===== src/rtl/pixel_config_pkg.sv =====
// pixel_config_pkg: state encoding and shift-direction constants for the pixel config shift engine
package pixel_config_pkg;
  typedef enum logic [2:0] {IDLE, FETCH, SHIFT_LO, SHIFT_HI, LOAD, FIN} state_t;
  localparam bit SHIFT_MSB_FIRST = 1'b1;
  localparam bit SHIFT_LSB_FIRST = 1'b0;
endpackage


===== src/rtl/pixel_config_bit_timer.sv =====
// pixel_config_bit_timer: counts CLK_DIV cycles per S_CLK half-period, restarting whenever the FSM changes state
//   clk, rst : clock and synchronous active-high reset
//   clr      : restart the count (state change)
//   first    : first cycle of the current half-period
//   tick     : last cycle of the current half-period
module pixel_config_bit_timer #(
  parameter int CLK_DIV   = 2,
  parameter int DIV_WIDTH = 8
) (
  input  logic clk,
  input  logic rst,
  input  logic clr,
  output logic first,
  output logic tick
);
  logic [DIV_WIDTH-1:0] cnt_q, cnt_d;
  assign tick  = cnt_q == DIV_WIDTH'(CLK_DIV - 1);
  assign first = cnt_q == '0;
  always_comb cnt_d = (clr || tick) ? '0 : cnt_q + 1'b1;
  always_ff @(posedge clk) cnt_q <= rst ? '0 : cnt_d;
endmodule


===== src/rtl/pixel_config_shift_engine.sv =====
// pixel_config_shift_engine: pops config words from a FWFT FIFO, shifts them onto the pixel chain and captures readback
//   CLK_IN, RESET          : clock, synchronous active-high reset
//   START                  : rising edge launches one frame
//   DATA_IN, EMPTY, RD_FIFO: FIFO head word, empty flag, pop strobe
//   S_CLK, S_DATA, S_LOAD  : chain clock, data, latch pulse; S_DOUT chain readback
//   RB_DATA, RB_VALID      : last readback word and its update strobe
//   BUSY, DONE            : not idle, end-of-frame strobe; ERR_UNDERFLOW sticky mid-frame FIFO underflow
module pixel_config_shift_engine
  import pixel_config_pkg::*;
#(
  parameter int DATA_WIDTH      = 15,
  parameter bit SHIFT_DIRECTION = SHIFT_MSB_FIRST,
  parameter int CNT_WIDTH       = 4,
  parameter int WORDS_PER_FRAME = 8,
  parameter int WCNT_WIDTH      = 8,
  parameter int CLK_DIV         = 2,
  parameter int DIV_WIDTH       = 8
) (
  input  logic                  CLK_IN,
  input  logic                  RESET,
  input  logic                  START,
  input  logic [DATA_WIDTH-1:0] DATA_IN,
  input  logic                  EMPTY,
  output logic                  RD_FIFO,
  output logic                  S_CLK,
  output logic                  S_DATA,
  output logic                  S_LOAD,
  input  logic                  S_DOUT,
  output logic [DATA_WIDTH-1:0] RB_DATA,
  output logic                  RB_VALID,
  output logic                  BUSY,
  output logic                  DONE,
  output logic                  ERR_UNDERFLOW
);
  localparam bit MSB = SHIFT_DIRECTION == SHIFT_MSB_FIRST;
  state_t st_q, st_d;
  logic [DATA_WIDTH-1:0] sh_q, sh_d, rb_q, rb_d, rbd_q, rbd_d;
  logic [CNT_WIDTH-1:0] bit_q, bit_d;
  logic [WCNT_WIDTH-1:0] wrd_q, wrd_d;
  logic start_q, err_q, err_d, rbv_q, rbv_d, first, tick;
  pixel_config_bit_timer #(.CLK_DIV(CLK_DIV), .DIV_WIDTH(DIV_WIDTH)) u_timer (
    .clk(CLK_IN), .rst(RESET), .clr(st_d != st_q), .first(first), .tick(tick)
  );
  always_comb begin
    st_d  = st_q;
    sh_d  = sh_q;
    bit_d = bit_q;
    wrd_d = wrd_q;
    err_d = err_q;
    rbd_d = rbd_q;
    rbv_d = 1'b0;
    // readback is taken on the first cycle of S_CLK high; rb_d also feeds RB_DATA so CLK_DIV=1 keeps the last bit
    rb_d  = (st_q == SHIFT_HI && first) ?
            (MSB ? {rb_q[DATA_WIDTH-2:0], S_DOUT} : {S_DOUT, rb_q[DATA_WIDTH-1:1]}) : rb_q;
    case (st_q)
      IDLE: if (START && !start_q) begin
        st_d  = FETCH;
        wrd_d = '0;
        err_d = 1'b0;
      end
      FETCH: if (EMPTY) err_d = err_q | (wrd_q != '0);
      else begin
        sh_d  = DATA_IN;
        bit_d = '0;
        st_d  = SHIFT_LO;
      end
      SHIFT_LO: st_d = tick ? SHIFT_HI : SHIFT_LO;
      SHIFT_HI: if (tick) begin
        if (bit_q != CNT_WIDTH'(DATA_WIDTH - 1)) begin
          bit_d = bit_q + 1'b1;
          sh_d  = MSB ? sh_q << 1 : sh_q >> 1;
          st_d  = SHIFT_LO;
        end else begin
          rbd_d = rb_d;
          rbv_d = 1'b1;
          wrd_d = (wrd_q != WCNT_WIDTH'(WORDS_PER_FRAME - 1)) ? wrd_q + 1'b1 : wrd_q;
          st_d  = (wrd_q != WCNT_WIDTH'(WORDS_PER_FRAME - 1)) ? FETCH : LOAD;
        end
      end
      LOAD: st_d = tick ? FIN : LOAD;
      default: st_d = IDLE;
    endcase
  end
  always_ff @(posedge CLK_IN) begin
    if (RESET) begin
      st_q    <= IDLE;
      sh_q    <= '0;
      rb_q    <= '0;
      rbd_q   <= '0;
      bit_q   <= '0;
      wrd_q   <= '0;
      start_q <= 1'b0;
      err_q   <= 1'b0;
      rbv_q   <= 1'b0;
    end else begin
      st_q    <= st_d;
      sh_q    <= sh_d;
      rb_q    <= rb_d;
      rbd_q   <= rbd_d;
      bit_q   <= bit_d;
      wrd_q   <= wrd_d;
      start_q <= START;
      err_q   <= err_d;
      rbv_q   <= rbv_d;
    end
  end
  assign RD_FIFO       = st_q == FETCH && !EMPTY;
  assign S_CLK         = st_q == SHIFT_HI;
  assign S_DATA        = (st_q == SHIFT_LO || st_q == SHIFT_HI) && (MSB ? sh_q[DATA_WIDTH-1] : sh_q[0]);
  assign S_LOAD        = st_q == LOAD;
  assign RB_DATA       = rbd_q;
  assign RB_VALID      = rbv_q;
  assign BUSY          = st_q != IDLE;
  assign DONE          = st_q == FIN;
  assign ERR_UNDERFLOW = err_q;
endmodule

===== config.mk =====
export PLATFORM = sky130hd
export DESIGN_NAME = pixel_config_shift_engine
export DESIGN_NICKNAME = d
export VERILOG_FILES = /design/src/rtl/pixel_config_pkg.sv /design/src/rtl/pixel_config_bit_timer.sv /design/src/rtl/pixel_config_shift_engine.sv
export SDC_FILE = /design/constraint.sdc
export NUM_CORES = 1
export LEC_CHECK = 0
export BUFFER_PORTS_ARGS = -buffer_cell sky130_fd_sc_hd__buf_2
export CAP_MARGIN = 15
export CORE_UTILIZATION = 45
export DETAILED_ROUTE_END_ITERATION = 10
export GPL_TIMING_DRIVEN = 0
export PLACE_DENSITY = 0.69
export SLEW_MARGIN = 10
export SYNTH_ARGS = -nofsm -noshare
export SYNTH_HDL_FRONTEND = slang
export SYNTH_SLANG_ARGS = --single-unit

===== constraint.sdc =====
create_clock -name CLK_IN -period 2.15 [get_ports CLK_IN]
set_clock_uncertainty 0.15 [all_clocks]
set_input_delay 0.43 -clock CLK_IN [delete_from_list [all_inputs] [get_ports CLK_IN]]
set_output_delay 0.43 -clock CLK_IN [all_outputs]
set_load 0.01 [all_outputs]

==> metrics.txt, run 1 <==
outcome complete, but fails checks; library cells used by synthesis 47; Synth Register Bits 71; Slew Limit Fails 0; Skew-Pair Late Insertion Delay 0.35 ns; ys flop type dfxtp_1; DP HPWL 4660 um; synthesized area 0.003070 sq mm; vias post-DR 2662; CTS sink cnt 71; worst setup margin -0.06524 ns; die area 0.007157 sq mm; Clk pin slew, worst setup/hold paths 0.08 ns; largest net degree at the start of global routing 15; Post-Route WL 6971 um; Critical Path AT 2.31 ns; critical-path cell list or4_4 -> or3_4 -> a221oi_4 -> mux2_4; Pwr Density 759.2 mW/mm^2; CP peak stage delay 0.53 ns; cells after synthesis 347; final cell count without fillers 489; Hold Fails Final Rpt 0; Worst path slowest cell or4_4; # diodes 0; RD Place Congestion 0.7854; DR DRC count 3; root buffer cell clkbuf_8; Port Buffers 41; placed cells 465; number of vias per cell 5.444; RSZ-0062 raised after global routing yes; post-synthesis average cell area 8.849 sq um; share of the yosys chip area belonging to registers 46.29%; maximum vdd drop 643.9 uV; Die X-Extent 84.60 um; Total Routing Usage GR 20.83%; first-pass GRT wire length 11740 um; Hold WC Path Type in -> reg; number of core rows 29; Crit Path Max Fanout 4; post-route ant nets 0; leak pwr 0.001599 uW; share of cells above drive strength 1 25.97%; Rel. slew slack 62.20%; CP Class reg -> reg; DRT iter0 DRCs 135; CTS tree built; Slew @ Worst Pin 0.5670 ns; Area Growth Syn to Fin 24.45%; H-Tree Depth 3; die height 84.60 um; cts bufs inserted 9; total gr overflow 0; # fillers 572; Synth async-reset ratio 0%; number of global-route vias before repair 2488; Startpoint Class flop; fin crit period 2.215 ns; antenna violations before repair 0; nets@finish 434; failing checks DRC, setup timing; period utilisation layout 103.0%; final hold slack 0.1535 ns; CP endpoint kind flop; Max Cap Violations 0; Final setup viols 4; number of synthesized flops with an enable pin 0; Mapped Nets 374; Top Ports 43; core area 0.006459 sq mm; Starting Density 47.54%; Ys Warns 0; fmax 0.4514 GHz; worst path required time 2.25 ns; deepest clock path buffer count 2; WL/cell 14.26 um; DR pass1 iterations 7
[registers in the layout, summed over array words and instances, names as in the netlist, 3 cells and up]
| name | count |
|---|---|
| st_q | 3 |
| sh_q | 15 |
| rb_q | 15 |
| bit_q | 4 |
| RB_DATA | 15 |
| u_timer.cnt_q | 8 |
| wrd_q | 8 |
[area by class of cell]
| type | count | area, sq um | area share [%] |
|---|---|---|---|
| multi-input combinational | 244 | 1620 | 42.40 |
| sequential | 71 | 1431 | 37.46 |
| timing repair buffer | 49 | 265.3 | 6.942 |
| buffer | 21 | 135.1 | 3.536 |
| clock buffer | 9 | 123.9 | 3.242 |
| clock inverter | 7 | 102.6 | 2.685 |
| tap | 77 | 96.34 | 2.521 |
| inverter | 11 | 46.29 | 1.212 |
[layer usage]
layer / GRT usage (%) / wire length (um) / vias to the layer above / part of all wire [%]
met1: 26.38 / 3240 / 1262 / 46
li1: - / - / 1333 / -
met2: 33.48 / 3302 / 54 / 47
met5: 0 / 0 / - / 0
met3: 6.686 / 322 / 13 / 4.6
met4: 7.242 / 106 / 0 / 1.5
[synthesized netlist by cell type, types with 2 or more instances]
master,n,area (sq um)
nor3b_1,3,22.52
mux2i_1,16,160.2
a311oi_1,14,122.6
o21ai_0,5,25.02
clkbuf_1,14,52.55
xor2_1,5,43.79
dfxtp_1,71,1421
or2_2,3,18.77
buf_2,5,25.02
and3_1,2,12.51
o31ai_1,2,15.01
nand4_1,2,12.51
inv_1,10,37.54
a21oi_1,10,50.05
xnor2_1,7,61.31
nor4_1,4,25.02
nand2_1,33,123.9
or4_1,3,22.52
nor2b_1,2,12.51
or3_1,3,18.77
nor3_1,8,40.04
mux2_1,2,22.52
a31oi_1,2,12.51
nand2b_1,3,18.77
nand3_1,10,50.05
nor2_1,66,247.7
ha_1,7,87.58
buf_4,2,15.01
a211oi_1,15,112.6
[timing repair]
action,4_1_cts,5_1_grt
gates resized for setup,28,16
hold buffers,0,0
pin swaps,3,3
setup buffers,5,3
endpoints found under the setup margin,50,43
[placed cells by master (no fill, tap or decap), types with 9 or more instances in the layout]
cell type / synthesis / layout
nand2_1: 33 / 33
a21oi_1: 10 / 10
a311oi_1: 14 / 14
clkbuf_8: 0 / 9
mux2i_1: 16 / 16
inv_1: 10 / 10
buf_2: 5 / 41
dfxtp_1: 71 / 65
clkbuf_1: 14 / 9
nand3_1: 10 / 10
a211oi_1: 15 / 15
nor2_1: 66 / 65
buf_4: 2 / 10
[worst paths after layout]
kind             from                to  slack (ns)  cells after the start
max          wrd_q[3]  u_timer.cnt_q[3]       -0.07                      4
min             START           start_q        0.15                      2
max reg2reg  wrd_q[3]  u_timer.cnt_q[3]       -0.07                      4
min reg2reg   sh_q[0]           sh_q[1]        0.32                      2
[stage by stage]
stage,power (uW),worst slack [ns],utilization [%],cell area [sq um],TNS (ns)
final,2901,-0.06524,59.16,3821,-0.1614
after global routing,3025,-0.1103,59.16,3821,-0.5754
after CTS,2900,-0.08036,57.85,3736,-0.1972
after detailed placement,1665,-0.1538,52.46,3388,-3.400
after global placement,1661,-0.1089,52.46,3388,-2.103
after floorplan,1593,0.01538,-,3087,0
[cell families after synthesis]
family,Yosys count,synth area share (%)
flip-flops,71,46.29
AO/OA/AOI/OAI,54,12.88
XOR/XNOR,12,3.423
multiplexers,18,5.949
AND/OR/NAND/NOR,153,24.25
adder cells (fa/ha/maj),7,2.852
buffers and inverters,32,4.360
[critical path, delay by kind of cell (launching register included)]
kind / cells / cell delay, ns
simple gates: 2 / 0.92
flops: 1 / 0.35
compound gates: 1 / 0.35
mux: 1 / 0.33
[power by group]
part | internal, uW | switching [uW]
Clock | 667 | 547
Sequential | 1350 | 27.7
Combinational | 133 | 178
Note: power is estimated with default switching activity, not from simulation.
==> inputs of run 2 (changes only) <==
--- a/config.mk
+++ b/config.mk
@@ -5,12 +5,13 @@
 export SDC_FILE = /design/constraint.sdc
 export NUM_CORES = 1
 export LEC_CHECK = 0
+export ABC_AREA = 1
 export BUFFER_PORTS_ARGS = -buffer_cell sky130_fd_sc_hd__buf_2
 export CAP_MARGIN = 15
 export CORE_UTILIZATION = 45
 export DETAILED_ROUTE_END_ITERATION = 10
 export GPL_TIMING_DRIVEN = 0
-export PLACE_DENSITY = 0.69
+export PLACE_DENSITY = 0.66
 export SLEW_MARGIN = 10
 export SYNTH_ARGS = -nofsm -noshare
 export SYNTH_HDL_FRONTEND = slang
==> constraint.sdc (replaced) <==
create_clock -name CLK_IN -period 2.5 [get_ports CLK_IN]
set_clock_uncertainty 0.15 [all_clocks]
set_input_delay 0.5 -clock CLK_IN [delete_from_list [all_inputs] [get_ports CLK_IN]]
set_output_delay 0.5 -clock CLK_IN [all_outputs]
set_load 0.01 [all_outputs]
==> run 2 against run 1 <==
  * The flow now finishes without violations
  * Area after synthesis increased by 7.8%
  * Sequential share of layout area decreased by 0.27 points
  * Sequential cell count unchanged
  * Critical path depth unchanged
  * Core utilization decreased by 4.1 points
  * Die area increased by 7.6%
  * Synthesized cell count increased by 33%
  * Count of clock-buffer cells in the layout increased by 1
  * Worst hold slack improved by 0.054 ns
  * Sequential power decreased by 13%
  * Cell area about the same
==> metrics.txt, run 2 <==
DR pass1 iterations 4; Post CTS Setup Buffer Count 0; Post-synth top cells 114 x nand2_1, 73 x nor2_1, 71 x dfxtp_1; Startpoint Class flop; library cells used by synthesis 33; die area 0.007701 sq mm; share of the yosys chip area belonging to registers 42.95%; outcome finished clean; DR DRC count 0; DRT iter0 DRCs 141; most common cell after layout, fill and taps aside nand2_1; Die X-Extent 87.76 um; die height 87.76 um; Total Routing Usage GR 20.20%; CTS tree built; Hold WC Path Type in -> reg; period utilisation layout 93.80%; vias post-DR 2927; post-route ant nets 0; number of vias per cell 4.752; Top Ports 43; leak pwr 0.001698 uW; Hold Fails Final Rpt 0; area fraction of the dominant cell type after synthesis 42.95%; post-synthesis average cell area 7.163 sq um; most frequent cells in the layout 114 x nand2_1, 73 x nor2_1, 71 x dfxtp_1, 47 x inv_1, 47 x buf_2; share of cells above drive strength 1 16.54%; number of core rows 30; Yosys top cell by area dfxtp_1; fin crit period 2.345 ns; Ys Warns 0; ys flop type dfxtp_1; total gr overflow 0; # diodes 0; RD Place Congestion 0.8160; Area Growth Syn to Fin 15.50%; Slew @ Worst Pin 0.6418 ns; post-CTS sizing 0; CP Class reg -> out; root buffer cell clkbuf_8; top cells by area, synth dfxtp_1 43%, nand2_1 13%, nor2_1 8.3%; Skew-Pair Late Insertion Delay 0.35 ns; Synth Register Bits 71; Layout Utilization 55.05%; Rel. slew slack 56.82%; most common cell in the netlist nand2_1; nets@finish 542; cts bufs inserted 9; Crit Path Max Fanout 8; Post-Route WL 7014 um; Slew Limit Fails 0; CP endpoint kind output port; Mapped Nets 489; first-pass GRT wire length 12050 um; Clk pin slew, worst setup/hold paths 0.08 ns; DP HPWL 5078 um; maximum vdd drop 362.2 uV; fmax 0.4264 GHz; hold path cells 3; RSZ-0062 raised after global routing no; synthesized area 0.003309 sq mm; worst path required time 1.85 ns; placed cells 600; R2R Setup Slk 0.61 ns; footprint of the multi-input gates 0.001575 sq mm; Max Cap Violations 0; Port Buffers 42; Critical Path AT 1.70 ns; number of global-route vias before repair 2651; cells after synthesis 462; Synth async-reset ratio 0%; CTS sink cnt 71; cts hold-fix bufs 0; Final setup viols 0; Power Total 2293 uW; largest net degree at the start of global routing 14; Register Area 0.001421 sq mm; deepest clock path buffer count 2; Starting Density 47.66%; H-Tree Depth 3; Pwr Density 600.0 mW/mm^2; core area 0.006944 sq mm; antenna violations before repair 0; final cell count without fillers 616; Worst Reg-to-Reg Cells 9; setup total negative slack 0 ns; worst setup margin 0.1550 ns; pre-CTS WS 0.5164 ns; WL/cell 11.39 um; number of synthesized flops with an enable pin 0; # fillers 715
==> run 2: cell count changes in the layout (fill, tap and decap cells not counted), sizes merged, moves of 12 or more <==
| cell | previous run | this run |
|---|---|---|
| a211oi | 15 | 0 |
| a311oi | 14 | 0 |
| inv | 13 | 53 |
| mux2i | 16 | 0 |
| nand2 | 33 | 116 |
| nand3 | 10 | 24 |
| o21a | 0 | 12 |
| o21ai | 5 | 33 |
==> run 2: through the flow <==
| step | instance area, sq um | hold slack [ns] |
|---|---|---|
| after floorplan | 3309 | 0.2752 |
| after global placement | 3640 | 0.2871 |
| after detailed placement | 3640 | 0.2926 |
| after CTS | 3822 | 0.1993 |
| after global routing | 3822 | 0.1891 |
| final | 3822 | 0.2074 |
==> run 2: path summary, 6_finish.rpt <==
| path | start | endpoint |
|---|---|---|
| worst min register to register | sh_q[13] | sh_q[13] |
| worst max-delay path | st_q[0] | RD_FIFO |
| worst max register to register | bit_q[0] | sh_q[6] |
| worst min-delay path | START | start_q |
==> run 2: worst max-delay path: stages (launching register included) <==
cell and delay [ns]:
dfxtp_1 0.33, buf_6 0.14, inv_1 0.08, nor4_1 0.55
buf_2 0.25
==> run 2: logic make-up (layout without fill, tap and decap cells) <==
logic type                 after synthesis  count (layout)  share of synthesized area, %
DFF                                     71              71                         42.95
and+or+nand+nor                        232             232                         30.13
adders and majority gates                7               7                         2.646
xor gates and xnor gates                11              11                         2.911
AOI/OAI and AO/OA                       70              70                         11.91
buffers and inverters                   71             129                         9.451
==> run 2: layout make-up <==
cell class                      instances  area share (%)
Multi-Input combinational cell        320           41.21
Clock inverter                          6           1.178
Clock buffer                           10           3.601
Sequential cell                        71           37.18
Inverter                               52           5.172
Buffer                                 19           3.011
Timing Repair Buffer                   42           5.499
Tap cell                               96           3.142
==> run 2: routing by layer <==
metal  track usage, %  vias up  share of wire, %
met3            5.655        7               3.3
met2            32.63       40                46
met5                0        -                 0
li1                 -     1557                 -
met1            25.99     1323                50
met4            6.706        0              0.87
==> run 2: power by group <==
group	leakage [uW]	internal [uW]	switching [uW]
clock	0.0000849	390	454
combinational	0.00104	89.3	164
sequential	0.000575	1170	24.9
